File: src/rtl/simple_st0_out_buffer_pkg.sv
// Shared stage-0/stage-1 stream types: float_24_8 words and the
// {fst, word} entry carried through the output buffer.
package simple_st0_out_buffer_pkg;
    typedef logic [31:0] float_24_8;

    typedef struct packed {
        logic      fst;
        float_24_8 data;
    } out_buf_entry_t;

    // Also used by the stage-0 controller, so both sides agree on frame size.
    localparam int SIMPLE_ST0_FRAME_LEN = 6;
endpackage

File: src/rtl/simple_st0_out_buffer_ram.sv
// DEPTH x {fst, float_24_8} storage: synchronous write, asynchronous read.
module simple_st0_out_buffer_ram
    import simple_st0_out_buffer_pkg::*;
#(
    parameter int DEPTH = 16,
    parameter int AW    = 4
) (
    input  logic           clk,
    input  logic           we,
    input  logic [AW-1:0]  waddr,
    input  out_buf_entry_t wdata,
    input  logic [AW-1:0]  raddr,
    output out_buf_entry_t rdata
);
    out_buf_entry_t mem [DEPTH];

    always_ff @(posedge clk) begin
        if (we) mem[waddr] <= wdata;
    end

    assign rdata = mem[raddr];
endmodule

File: src/rtl/simple_st0_out_buffer.sv
// Registered-output elastic buffer between stage-0 and stage-1 with frame-length
// checking. Define SIMPLE_ST0_OUT_BUFFER_STATS_EN to add max_level/stall_count.
module simple_st0_out_buffer
    import simple_st0_out_buffer_pkg::*;
#(
    parameter int DEPTH     = 16,
    parameter int AW        = 4,
    parameter int FRAME_LEN = SIMPLE_ST0_FRAME_LEN,
    parameter int AFULL     = 12
) (
    input  logic          clk,
    input  logic          reset,
    input  logic [31:0]   stage_0_data_out,
    input  logic          stage_0_data_out_fst,
    input  logic          stage_0_data_out_vld,
    output logic          stage_0_data_out_rdy,
    output logic [31:0]   stage_1_data,
    output logic          stage_1_data_fst,
    output logic          stage_1_data_vld,
    input  logic          stage_1_data_rdy,
    output logic [AW:0]   level,
    output logic          afull,
    output logic [15:0]   frame_count,
    output logic          len_err
`ifdef SIMPLE_ST0_OUT_BUFFER_STATS_EN
    ,
    output logic [AW:0]   max_level,
    output logic [15:0]   stall_count
`endif
);
    localparam int CW = $clog2(FRAME_LEN + 1);
    localparam logic [CW-1:0] FL = CW'(FRAME_LEN);

    logic [AW-1:0]  wr_ptr, rd_ptr;
    logic [AW:0]    lvl;
    logic           out_vld;
    out_buf_entry_t out_q, in_entry, ram_rdata;
    logic           push, pop, load_out, ram_empty, ram_we;

    assign in_entry             = '{fst: stage_0_data_out_fst, data: stage_0_data_out};
    assign stage_0_data_out_rdy = lvl < (AW+1)'(DEPTH);
    assign push                 = stage_0_data_out_vld && stage_0_data_out_rdy;
    assign pop                  = out_vld && stage_1_data_rdy;
    assign load_out             = !out_vld || pop;
    // The output register is counted in lvl, so the RAM holds lvl - out_vld.
    assign ram_empty            = (lvl - {{AW{1'b0}}, out_vld}) == '0;
    assign ram_we               = push && !(load_out && ram_empty);

    simple_st0_out_buffer_ram #(.DEPTH(DEPTH), .AW(AW)) u_ram (
        .clk   (clk),
        .we    (ram_we),
        .waddr (wr_ptr),
        .wdata (in_entry),
        .raddr (rd_ptr),
        .rdata (ram_rdata)
    );

    always_ff @(posedge clk or negedge reset) begin
        if (!reset) begin
            wr_ptr  <= '0;
            rd_ptr  <= '0;
            lvl     <= '0;
            out_q   <= '0;
            out_vld <= 1'b0;
        end else begin
            if (ram_we) wr_ptr <= wr_ptr + 1'b1;
            if (load_out) begin
                if (!ram_empty) begin
                    out_q   <= ram_rdata;
                    out_vld <= 1'b1;
                    rd_ptr  <= rd_ptr + 1'b1;
                end else if (push) begin
                    out_q   <= in_entry;
                    out_vld <= 1'b1;
                end else begin
                    out_vld <= 1'b0;
                end
            end
            case ({push, pop})
                2'b10:   lvl <= lvl + 1'b1;
                2'b01:   lvl <= lvl - 1'b1;
                default: lvl <= lvl;
            endcase
        end
    end

    assign stage_1_data     = out_q.data;
    assign stage_1_data_fst = out_q.fst;
    assign stage_1_data_vld = out_vld;
    assign level            = lvl;
    assign afull            = lvl >= (AW+1)'(AFULL);

    // Frame-length check on the accepted input stream.
    logic [CW-1:0] wcnt, wcnt_nxt;
    logic          err_now, frame_done;

    always_comb begin
        wcnt_nxt = wcnt;
        err_now  = 1'b0;
        if (push) begin
            if (stage_0_data_out_fst) begin
                err_now  = (wcnt != FL) && (wcnt != '0);
                wcnt_nxt = CW'(1);
            end else if (wcnt == '0 || wcnt == FL) begin
                err_now = 1'b1;
            end else begin
                wcnt_nxt = wcnt + 1'b1;
            end
        end
    end

    assign frame_done = push && (wcnt_nxt == FL) && (stage_0_data_out_fst || wcnt != FL);

    always_ff @(posedge clk or negedge reset) begin
        if (!reset) begin
            wcnt        <= '0;
            frame_count <= '0;
            len_err     <= 1'b0;
        end else begin
            wcnt <= wcnt_nxt;
            if (frame_done) frame_count <= frame_count + 16'd1;
            if (err_now) len_err <= 1'b1;
        end
    end

`ifdef SIMPLE_ST0_OUT_BUFFER_STATS_EN
    always_ff @(posedge clk or negedge reset) begin
        if (!reset) begin
            max_level   <= '0;
            stall_count <= '0;
        end else begin
            if (lvl > max_level) max_level <= lvl;
            if (stage_0_data_out_vld && !stage_0_data_out_rdy && stall_count != 16'hFFFF)
                stall_count <= stall_count + 16'd1;
        end
    end
`endif
endmodule

File: config.mk
export PLATFORM = sky130hd
export DESIGN_NAME = simple_st0_out_buffer
export DESIGN_NICKNAME = d
export VERILOG_FILES = /design/src/rtl/simple_st0_out_buffer_pkg.sv /design/src/rtl/simple_st0_out_buffer_ram.sv /design/src/rtl/simple_st0_out_buffer.sv
export SDC_FILE = /design/constraint.sdc
export NUM_CORES = 1
export LEC_CHECK = 0
export ABC_CLOCK_PERIOD_IN_PS = 12200
export BUFFER_PORTS_ARGS = -buffer_cell sky130_fd_sc_hd__buf_2
export CAP_MARGIN = 20
export CORE_UTILIZATION = 45
export DETAILED_ROUTE_END_ITERATION = 8
export PLACE_DENSITY = 0.6
export SLEW_MARGIN = 10
export SYNTH_ARGS = -nofsm -noshare
export SYNTH_HDL_FRONTEND = slang
export SYNTH_SLANG_ARGS = --single-unit
File: constraint.sdc
create_clock -name clk -period 12.2 [get_ports clk]
set_input_delay 0.61 -clock clk [delete_from_list [all_inputs] [get_ports clk]]
set_output_delay 0.61 -clock clk [all_outputs]
set_load 0.01 [all_outputs]
After elaboration in Yosys (flattened, before gate mapping) --
Memories as Yosys holds them, arrays and structs flattened. Cells that the tools add are included. Widths: inputs -> output; s select.
Storage, ports and cells: bits in registers 67, bits in writable memories 528, bits of input ports 37, output and inout bits 58, memories kept 1
Memory list:
- u_ram.mem | depth 16, bits a word 33, rd ports 1, clocked after Yosys merged registers in 0, wr ports 1, line simple_st0_out_buffer_ram.sv:15 | out_buf_entry_t mem [DEPTH];
Cells by class: $add $sub $neg 7, magnitude comparators 2, equality and inequality tests 6, mux-type cells 13, bitwise operators 1, reduce and logical (&&, ||, !) cells 18
Operator list (count):
- $mux 33 | 2
- $add 16x1->16 const B | 1
- $pmux 5 s2 | 1
- $mux 3 | 3
- $add 4x1->4 const B | 2
- $logic_and 1x1->1 | 7
- $mux 1 | 7
- $eq 3x3->1 const B | 2
- $add 5x1->5 const B | 1
- $ge 5x4->1 const B | 1
- $logic_not 5->1 | 1
- $lt 5x5->1 const B | 1
- $sub 5x1->5 | 1
- $sub 5x1->5 const B | 1
- $reduce_and 2->1 | 2
- $add 3x1->3 const B | 1
- $logic_not 3->1 | 1
- $logic_or 1x1->1 | 3
- $ne 3x3->1 const B | 1
- $reduce_bool 3->1 | 1
- $eq 2x1->1 const B | 1
- $eq 2x2->1 const B | 1
- $logic_not 1->1 | 2
- $ne 2x2->1 const B | 1
- 2 further kinds | 2

Longest topological paths before layout --
Gate-level depths: netlist of run 1.
word-level depth 8, depth in mapped cells 11

By module --
From an unflattened synthesis of run 1, not the netlist that was laid out.
Unflattened totals: cells, all modules 1170, area total of the unflattened synthesis 23238.5 sq um
By module, submodules not included:
- simple_st0_out_buffer_ram | instances 1, cells each 831, area an instance 19970.4 sq um, sequential area each 15855.2 sq um
- simple_st0_out_buffer | instances 1, cells each 339, area an instance 3268.1 sq um, sequential area each 1676.6 sq um

Least setup slack after synthesis of run 1 --
Ideal clock, no wire load.
kind reg2reg, start point register lvl[0] (netlist: level[0]), end point memory u_ram.mem[3][0] (netlist name) (enable), library setup time 464 ps, arrival time 3942 ps, slack 7794 ps, cell stages (with the launch flop) 9, path buffers 1, clock period less this slack 4406 ps, cell sequence dfrtp_1 inv_1 ha_1 nor4b_4 and2_1 buf_2 a21oi_2 nand2_1 nor3_1
On the way: longest elaborated chain between the ends 7, elaborated cells between the ends (all ways) 9
RTL lines:
- start, declared | line simple_st0_out_buffer.sv:35 | logic [AW:0] lvl;
- start signal, assigned | line simple_st0_out_buffer.sv:80 | 2'b10: lvl <= lvl + 1'b1;
- start signal, assigned | line simple_st0_out_buffer.sv:81 | 2'b01: lvl <= lvl - 1'b1;
- start signal, assigned | line simple_st0_out_buffer.sv:82 | default: lvl <= lvl;
- $sub 5x1->5 | line simple_st0_out_buffer.sv:46 | assign ram_empty = (lvl - {{AW{1'b0}}, out_vld}) == '0;
- $logic_not 5->1 | line simple_st0_out_buffer.sv:46
- $logic_and 1x1->1 | line simple_st0_out_buffer.sv:47 | assign ram_we = push && !(load_out && ram_empty);
- $logic_not 1->1 | line simple_st0_out_buffer.sv:47
- $logic_and 1x1->1 * | line simple_st0_out_buffer.sv:47
- $mux 1 * | line simple_st0_out_buffer_ram.sv:18 | if (we) mem[waddr] <= wdata;
- $mux 1 (implied by the code) * | line simple_st0_out_buffer_ram.sv:18
- end, declared | line simple_st0_out_buffer_ram.sv:15
Every way passes the cells marked *; elsewhere a longest branch is shown, timed or not.

Worst setup path in the final report of run 1 --
start point register rd_ptr[1], end point register out_q, in the netlist stage_1_data[15]
On the way: longest elaborated chain between the ends 2
RTL lines:
- start, declared | line simple_st0_out_buffer.sv:34 | logic [AW-1:0] wr_ptr, rd_ptr;
- start signal, assigned | line simple_st0_out_buffer.sv:71 | rd_ptr <= rd_ptr + 1'b1;
- $mem_v2 16x33
- $mux 33 | line simple_st0_out_buffer.sv:68 | if (!ram_empty) begin
- end signal, assigned | line simple_st0_out_buffer.sv:69 | out_q <= ram_rdata;
- end signal, assigned | line simple_st0_out_buffer.sv:73 | out_q <= in_entry;
- end, declared | line simple_st0_out_buffer.sv:37 | out_buf_entry_t out_q, in_entry, ram_rdata;
Every way passes these cells. A chain may end at the register's enable or synchronous reset.

==> flow_results.org, run 1 <==
** Final layout
- Layout Cell Area excl Fill :: 26700 µm²
- Non-Filler Instances :: about 2000
- The repair_antennas step left the layout with diodes totalling 0.
- Compared with the post-synthesis result, the final layout area differs by 15.2%.
- Final net count :: ~1300
- Final Core Density :: between 50% and 60%
- Filler Cells Inserted :: 3998
- Of the cells placed in the final design, the portion with a size suffix greater than 1 is approximately 29%.

** Synthesis
- Syn_nets :: 1177
- Netlist area before placement :: 23100 µm²
- Synthesized area per cell :: slightly above 20 µm²
- Sequential share of the synthesized area :: 75.7%
- Primary flip-flop cell chosen by synthesis mapping :: sky130_fd_sc_hd__edfxtp_1
- During synthesis, Yosys emitted a total of 0 warnings.
- The cell count after synthesis came out at ~1100.
- After synthesis the netlist holds a flip-flop and latch count of a little under 600.
- Yosys mapped the design onto 45 distinct sky130hd cell types.
- The synthesized design contains around 530 enable-type register cells.
- Of all flip-flops after synthesis, the portion carrying an async set or reset was 11.3%.

** Global routing
- Global routing used roughly a third of the available met2 tracks.
- Vias in the first global route :: ~12000
- Global Route met1 Usage :: between 20% and 30%
- For this run the aggregate overflow at the end of global routing stands at 0.
- Global routing consumed, over all layers together, around a fifth of the routing resources.
- GR peak layer :: met2
- Largest net degree at the start of global routing :: 55
- Antenna violations before repair :: 0
- The first global-routing pass estimated a little under 80000 µm of wire.
- Met3 Resource Use GR :: under 10%

** Drt
- Summed over all layers, the routed wires come to about 53000 µm.
- In this run the remaining antenna-violating nets after routing total 0.
- Routed vias/inst :: a little under 6
- For this block, the initial DRC count from the detailed router was 1143.
- After detailed routing, the average wire length per cell comes to about 27 µm.
- In the routed design, unresolved DRC markers number 0.
- The first detailed-routing pass ran for 5 iterations.
- DR vias :: around 11000

** Power
- The clock network accounts for 31.6% of the total power.
- Dividing total power by cell area gives a power density of 226 nW/µm².
- Net Sw Power :: approximately 0.0018 W
- Registers are responsible for 43.8% of the overall power.
- VDD sags by at most between 0.15 and 0.2 mV.
- Internal Pwr Total :: between 0.004 and 0.005 W
- Leak :: between 8 and 9 nW
- Fraction of power spent switching nets :: 29.5%
- Comb power frac :: 24.5%

** Floorplan
- The die covers between 50000 and 60000 µm².
- Die width :: between 200 and 250 µm
- Num ports :: 95
- Die Y-Extent :: approximately 230 µm
- Initial core utilization :: between 40% and 50%
- The region available for standard cell placement spans about 50000 µm².
- In this run the core area contains a little over 80 standard-cell rows.

** Clock tree
- Post-CTS repair changed the size of 0 cells.
- The H-tree generated during clock tree synthesis spans 2 levels.
- Clock-pin slew was measured on the worst setup and hold paths at 0.06 ns.
- Counting the buffers created by CTS gives 58.
- CTS tree :: built
- Clock latency on the worst-skew pair :: about 0.64 ns
- Post-CTS setup buffer count :: 0
- Sinks on Clock Net :: between 500 and 600
- Quantity of hold-fixing buffers added after cts :: 1
- In this run the clock root is driven by a sky130_fd_sc_hd__clkbuf_16.
- Maximum clock insertion buffer count :: 3

** Run
- Count of maximum capacitance violations :: 0

** STA
- Final cycle utilization of the critical path :: 31.0%
- Final min period :: between 3 and 4 ns
- The number of endpoints with negative hold slack in the final report came to 0.
- Slew @ Worst Pin :: around 0.96 ns
- Unrepaired setup endpoints after global routing :: false
- Number of endpoints failing setup at the final stage :: 0
- Max-slew headroom at the worst pin :: 36.1%
- Minimum setup slack in the final design :: around 8.4 ns
- Setup tns final :: 0 ns
- Final setup skew :: ~0.027 ns
- Slew Limit Fails :: 0
- Peak clock frequency supported by timing :: approximately 260 MHz

** Setup path
- The signal on the critical path passes through buf_4 -> buf_4 -> mux4_1 -> o22ai_1 -> nor3_1 -> a221o_1.
- Register-to-Register Setup Slack :: roughly 8.4 ns
- Cell type with the highest occurrence count on the critical path :: sky130_fd_sc_hd__buf_4
- CP top delay family :: buffers and inverters
- Delay contributed by the slowest stage of the critical path :: 1.05 ns
- Logic depth of the worst path, buffers included :: 6
- Data on the critical path arrives at its endpoint at 4.29 ns.
- Kind of end point of the critical path :: register
- Startpoint-to-endpoint class of the critical path :: register to register
- Crit-path slowest cell :: sky130_fd_sc_hd__dfrtp_4
- The worst register-to-register path has a depth of 6.
- Along the worst path, the maximum fanout reaches 54.
- STA classifies the critical path startpoint as a register.
- Counting both buffers and inverters, the worst setup path holds a total of 2.
- Crit path required time :: between 10 and 15 ns

** Placement
- Cell Area, Placed :: ~25000 µm²
- RePlAce Congestion :: about 0.77
- After detailed placement, the design holds a cell count of roughly 1900.
- HPWL Detailed :: a little over 30000 µm
- Worst setup slack after placement :: about 8.3 ns
- Port bufs :: 94

** Run status
- The run finished with clean final reports.

** Worst hold path
- In this run the worst hold path is classified as input pin to register.
- Worst Hold Path Cells :: 1
==> area by class of cell <==
cell class	count	area, µm²	share of cell area (%)
Clock buffer	79	1640	6.16
Clock inverter	31	415	1.56
Inverter	13	48.8	0.183
Multi-Input combinational cell	458	5330	20.0
Sequential cell	595	17500	65.8
Tap cell	672	841	3.15
Timing Repair Buffer	126	851	3.19
==> layout by cell type, fill, tap and decap left out, types with 23 or more instances in the layout <==
cell	netlist	final
sky130_fd_sc_hd__edfxtp_1	528	528
sky130_fd_sc_hd__mux4_2	119	119
sky130_fd_sc_hd__buf_2	22	93
sky130_fd_sc_hd__dfrtp_1	67	64
sky130_fd_sc_hd__clkbuf_16	0	59
sky130_fd_sc_hd__o22ai_1	44	44
sky130_fd_sc_hd__nor2b_1	42	42
sky130_fd_sc_hd__a211oi_1	38	38
sky130_fd_sc_hd__nor3_1	36	32
sky130_fd_sc_hd__nand2_1	23	23
sky130_fd_sc_hd__buf_4	11	23
==> layer usage <==
metal  vias up  share of wire [%]
met5         -                  0
met4         0                2.4
met3        76                5.7
met2       355                 48
met1      6066                 44
li1       4909                  -
==> path summary, 6_finish.rpt <==
check / to / start
min: u_ram.mem[3][27] / stage_0_data_out[27]
max in group asynchronous: rd_ptr[1] / reset
max reg2reg: stage_1_data[15] / rd_ptr[1]
max: stage_1_data[15] / rd_ptr[1]
min in group asynchronous: stage_1_data[18] / reset
min reg2reg: len_err / len_err
==> cell usage after synthesis (2+ instances only) <==
master / count / area [µm²]
sky130_fd_sc_hd__a211oi_1: 38 / 285
sky130_fd_sc_hd__a21o_1: 2 / 15.0
sky130_fd_sc_hd__a21oi_1: 8 / 40.0
sky130_fd_sc_hd__a21oi_2: 2 / 17.5
sky130_fd_sc_hd__a221o_1: 14 / 140
sky130_fd_sc_hd__and2_1: 3 / 18.8
sky130_fd_sc_hd__and3_1: 5 / 31.3
sky130_fd_sc_hd__buf_1: 2 / 7.51
sky130_fd_sc_hd__buf_2: 22 / 110
sky130_fd_sc_hd__buf_4: 11 / 82.6
sky130_fd_sc_hd__buf_6: 8 / 90.1
sky130_fd_sc_hd__clkbuf_1: 16 / 60.1
sky130_fd_sc_hd__dfrtp_1: 67 / 1680
sky130_fd_sc_hd__edfxtp_1: 528 / 15900
sky130_fd_sc_hd__ha_1: 14 / 175
sky130_fd_sc_hd__inv_1: 12 / 45.0
sky130_fd_sc_hd__mux2_2: 4 / 45.0
sky130_fd_sc_hd__mux2i_1: 2 / 20.0
sky130_fd_sc_hd__mux4_1: 12 / 315
sky130_fd_sc_hd__mux4_2: 119 / 2680
sky130_fd_sc_hd__nand2_1: 23 / 86.3
sky130_fd_sc_hd__nand2b_1: 7 / 43.8
sky130_fd_sc_hd__nand3_1: 11 / 55.1
sky130_fd_sc_hd__nand4_1: 4 / 25.0
sky130_fd_sc_hd__nor2_1: 18 / 67.6
sky130_fd_sc_hd__nor2b_1: 42 / 263
sky130_fd_sc_hd__nor3_1: 36 / 180
sky130_fd_sc_hd__nor3_2: 2 / 20.0
sky130_fd_sc_hd__o21ai_0: 8 / 40.0
sky130_fd_sc_hd__o22ai_1: 44 / 275
sky130_fd_sc_hd__or2_2: 2 / 12.5
sky130_fd_sc_hd__xnor2_1: 18 / 158
sky130_fd_sc_hd__xor2_1: 9 / 78.8
==> sequential cells by signal (all words and copies together) (netlist names), 3 cells and up <==
name	flops
level	5
rd_ptr	4
u_ram.mem	528
wr_ptr	4
wcnt	3
stage_1_data	32
frame_count	16
==> power groups by stage <==
stage | combinational [W] | sequential (W) | clock (W)
3_5_place_dp | 0.00149 | 0.00268 | 0
4_1_cts | 0.00150 | 0.00264 | 0.00194
5_1_grt | 0.00159 | 0.00266 | 0.00202
6_report | 0.00148 | 0.00264 | 0.00190
2_1_floorplan | 0.00112 | 0.00256 | 0
3_3_place_gp | 0.00148 | 0.00268 | 0
==> worst reg2reg max path: cells and delay by family (launching register included) <==
family	cells	cell delay [ns]
AO/OA/AOI/OAI	2	0.44
flip-flops	1	1.05
multiplexers	1	0.68
buffers and inverters	2	1.43
AND/OR/NAND/NOR	1	0.07
==> metrics by stage <==
step / hold slack, ns / power (W)
finish: 0.373 / 0.00601
global route: 0.365 / 0.00627
detailed placement: 0.444 / 0.00418
floorplan: 0.314 / 0.00368
global placement: 0.435 / 0.00416
CTS: 0.347 / 0.00608
==> logic make-up (layout without fill, tap and decap cells) <==
kind of cell / after synthesis / in the layout / share of synthesized area (%)
xor gates and xnor gates: 27 / 27 / 1.02
adders and majority gates: 15 / 15 / 0.843
muxes: 137 / 137 / 13.2
AOI/OAI and AO/OA: 121 / 121 / 3.73
buffers and inverters: 72 / 249 / 1.72
and+or+nand+nor: 158 / 158 / 3.72
DFF: 595 / 595 / 75.7
(Power assumes the default switching activity.)
==> run 2, diff against run 1 <==
--- a/config.mk
+++ b/config.mk
@@ -5,7 +5,7 @@
 export SDC_FILE = /design/constraint.sdc
 export NUM_CORES = 1
 export LEC_CHECK = 0
-export ABC_CLOCK_PERIOD_IN_PS = 12200
+export ABC_CLOCK_PERIOD_IN_PS = 3900
 export BUFFER_PORTS_ARGS = -buffer_cell sky130_fd_sc_hd__buf_2
 export CAP_MARGIN = 20
 export CORE_UTILIZATION = 45
==> constraint.sdc (replaced) <==
create_clock -name clk -period 3.9 [get_ports clk]
set_input_delay 0.195 -clock clk [delete_from_list [all_inputs] [get_ports clk]]
set_output_delay 0.195 -clock clk [all_outputs]
set_load 0.01 [all_outputs]
==> run 2 against run 1 <==
Compared with the run above:
- count of clock-buffer cells in the layout is 18 higher
- largest power group unchanged
- flip-flop and latch count stayed put
- non-clock buffer count is 37 higher
- global-route usage is 0.72 points lower
- clock skew is 0.0067 ns lower
- register-to-register slack worse by 7.6 ns
- combinational power grew to 3.3 times the previous value
- die area stayed put
- critical path depth is 2 higher
- maximum frequency is 23% higher
- critical path type unchanged
- sequential share of layout area is 0.75 points lower
- via count is 1.0% higher
==> flow_results.org, run 2 (synthesis gave the netlist of run 1 again) <==
** Run status
- The flow ran to the end, and the final reports show no timing, DRC or antenna violations.

** Final layout
- Compared with the post-synthesis result, the final layout area differs by 16.5%.
- Commonest non-fill, non-tap cells in the layout :: sky130_fd_sc_hd__edfxtp_1 (528), sky130_fd_sc_hd__mux4_2 (119), sky130_fd_sc_hd__buf_2 (93), sky130_fd_sc_hd__dfrtp_1 (64), sky130_fd_sc_hd__clkbuf_16 (61)
- In the final layout, the share of cells above drive strength 1 is between 20 and 30%.
- Area of all sequential standard cells :: ~18000 µm²
- Area used by multi-input combinational logic :: 5350 µm²
- Antenna diode count :: 0
- Max FFs per register :: 528
- The layout has between 3000 and 4000 filler cells.
- Non-Filler Instances :: 2016
- Register with the most flip-flops :: u_ram.mem
- Commonest non-fill, non-tap cell in the layout :: sky130_fd_sc_hd__edfxtp_1
- After routing the design area is ~27000 µm².
- Final net count :: between 1000 and 1500

** Drt
- Before antenna repair, the detailed router went through 5 iterations.
- Routed length on met2 :: between 20000 and 25000 µm
- In the final routed layout, each cell accounts on average for approximately 25 µm.
- Iteration-0 DRC count of the detailed router :: 889
- Routed vias/inst :: around 5.7
- Number of antenna-violating nets in the routed design :: 0
- Summed over all layers, the routed wires come to 50700 µm.
- The highest metal layer carrying signal wires in the routed design is met4.
- Remaining routing DRC violations :: 0
- The routed layout has 11500 vias.
- Routed wire length on met3 :: between 2000 and 3000 µm
- Length of routed wiring on met1 :: 22500 µm

** Global routing
- Vias in the first global route :: about 12000
- The total overflow left after global routing is 0.
- GRT Total Usage :: around a fifth
- The initial antenna violation count is 0.
- Largest net degree at the start of global routing :: 77
- First-pass GRT wire length :: 77100 µm

** Clock tree
- Post-CTS repair changed the size of 0 cells.
- Clock-pin slew on the worst setup and hold paths :: ~0.06 ns
- TritonCTS created roughly 60 clock buffers.
- Maximum clock insertion buffer count :: 3
- H-tree levels :: 2
- TritonCTS built the clock tree.
- CTS placed an instance of sky130_fd_sc_hd__clkbuf_16 at the clock tree root.
- For the worst-skew pair, the clock arrives at the later sink with an insertion delay of slightly above 0.6 ns.
- The tree built by TritonCTS fans out to between 500 and 600 sinks.

** Floorplan
- Die width :: ~230 µm
- The total area inside the core boundary comes to approximately 50000 µm².
- Initial core utilization :: a little under half
- Die outline area :: about 52000 µm²
- The die is between 200 and 250 µm tall.
- Num ports :: 95
- Std-Cell Rows :: 82

** STA
- The clock period could shrink to a little over 3 ns.
- Final cycle utilization of the critical path :: about four fifths
- Peak clock frequency supported by timing :: about 330 MHz
- Max-slew headroom at the worst pin :: between 30% and 40%
- In the post-route analysis, the smallest setup slack over all paths is between 0.8 and 0.9 ns.
- Slew Limit Fails :: 0
- Across the routed clock network, the largest skew measured is roughly 0.02 ns.
- Number of endpoints failing setup at the final stage :: 0
- Final hold violation count :: 0
- Setup repair after global routing left no endpoint under its margin.
- For the pin with the worst max-slew slack, the measured transition is 0.989 ns.
- For the final routed database, the setup TNS stands at 0 ns.

** Placement
- After detailed placement, the total cell area comes to 24700 µm².
- HPWL Detailed :: between 20000 and 30000 µm
- RePlAce Congestion :: approximately 0.76
- Port bufs :: between 90 and 100
- The number of placed instances, taps included, is about 1900.
- Prior to clock tree synthesis, the placed netlist has a worst setup slack of approximately 0.84 ns.

** Power
- The completed layout was analyzed and its total power is roughly 0.019 W.
- Summed over all cells, the static leakage comes to 8.94 nW.
- For this design the ratio of total power to cell area is between 600 and 700 nW/µm².
- Maximum ir drop on the vdd rail :: around 0.39 mV

** Setup path
- Kind of end point of the critical path :: register
- At the worst endpoint, the required time is about 4.2 ns.
- In this design, the largest share of critical-path delay is due to simple AND/OR/NAND/NOR gates.
- The signal on the critical path passes through inv_1 -> ha_1 -> nor4b_4 -> and2_1 -> a21oi_2 -> nand2_1 -> nor2_4 -> buf_12.
- Delay contributed by the slowest stage of the critical path :: around 0.49 ns
- Of all nets on the critical path, the largest fanout is 21.
- The largest individual stage delay along the critical path comes from the cell sky130_fd_sc_hd__nor2_4.
- The number of buffers and inverters on the critical path is 2.
- Startpoint-to-endpoint class of the critical path :: register to register
- STA classifies the critical path startpoint as a register.
- WP data arrival :: roughly 3.4 ns

** Run
- The tool flagged a number of max-cap violations equal to 0.

** Worst hold path
- The worst hold path belongs to the class input pin to register.
run 2: per-stage QoR:
step | hold slack (ns) | utilization (%)
2_1_floorplan | -0.101 | -
3_3_place_gp | 0.302 | 48.9
3_5_place_dp | 0.304 | 48.9
4_1_cts | 0.0276 | 53.4
5_1_grt | 0.0722 | 53.4
6_report | 0.0660 | 53.4
run 2: final timing paths:
path                                 startpoint               end  slack, ns  cells after the start
hold reg to reg                         len_err           len_err       0.45                      1
setup / recovery                       level[0]  u_ram.mem[5][32]       0.83                      8
max in group asynchronous                 reset    frame_count[8]       2.82                      3
hold / removal             stage_0_data_out_fst  u_ram.mem[1][32]       0.07                      1
min in group asynchronous                 reset   stage_1_data[2]       0.20                      2
setup reg to reg                       level[0]  u_ram.mem[5][32]       0.83                      8
run 2: timing repair:
item                      4_1_cts  5_1_grt
hold buffers                   33        0
hold endpoints to repair      551        0
buffers inserted                0        0
run 2: cell type report:
class                      count  share of cell area, %
inverter                      13                  0.181
multi-input combinational    458                   19.8
tap                          672                   3.12
sequential                   595                   65.0
clock inverter                18                  0.557
clock buffer                  97                   6.64
timing repair buffer         163                   4.63
run 2: routing by layer:
metal  GRT usage [%]  up-vias
li1                -     4991
met1            28.5     6091
met2            31.5      358
met3            2.97       80
met4            5.71        0
met5               0        -
run 2: power breakdown:
| group | total (W) | switching [W] | internal (W) |
|---|---|---|---|
| clock network | 0.00560 | 0.00234 | 0.00326 |
| registers | 0.00804 | 0.000477 | 0.00756 |
| logic | 0.00488 | 0.00262 | 0.00226 |
| total | 0.0185 | 0.00544 | 0.0131 |
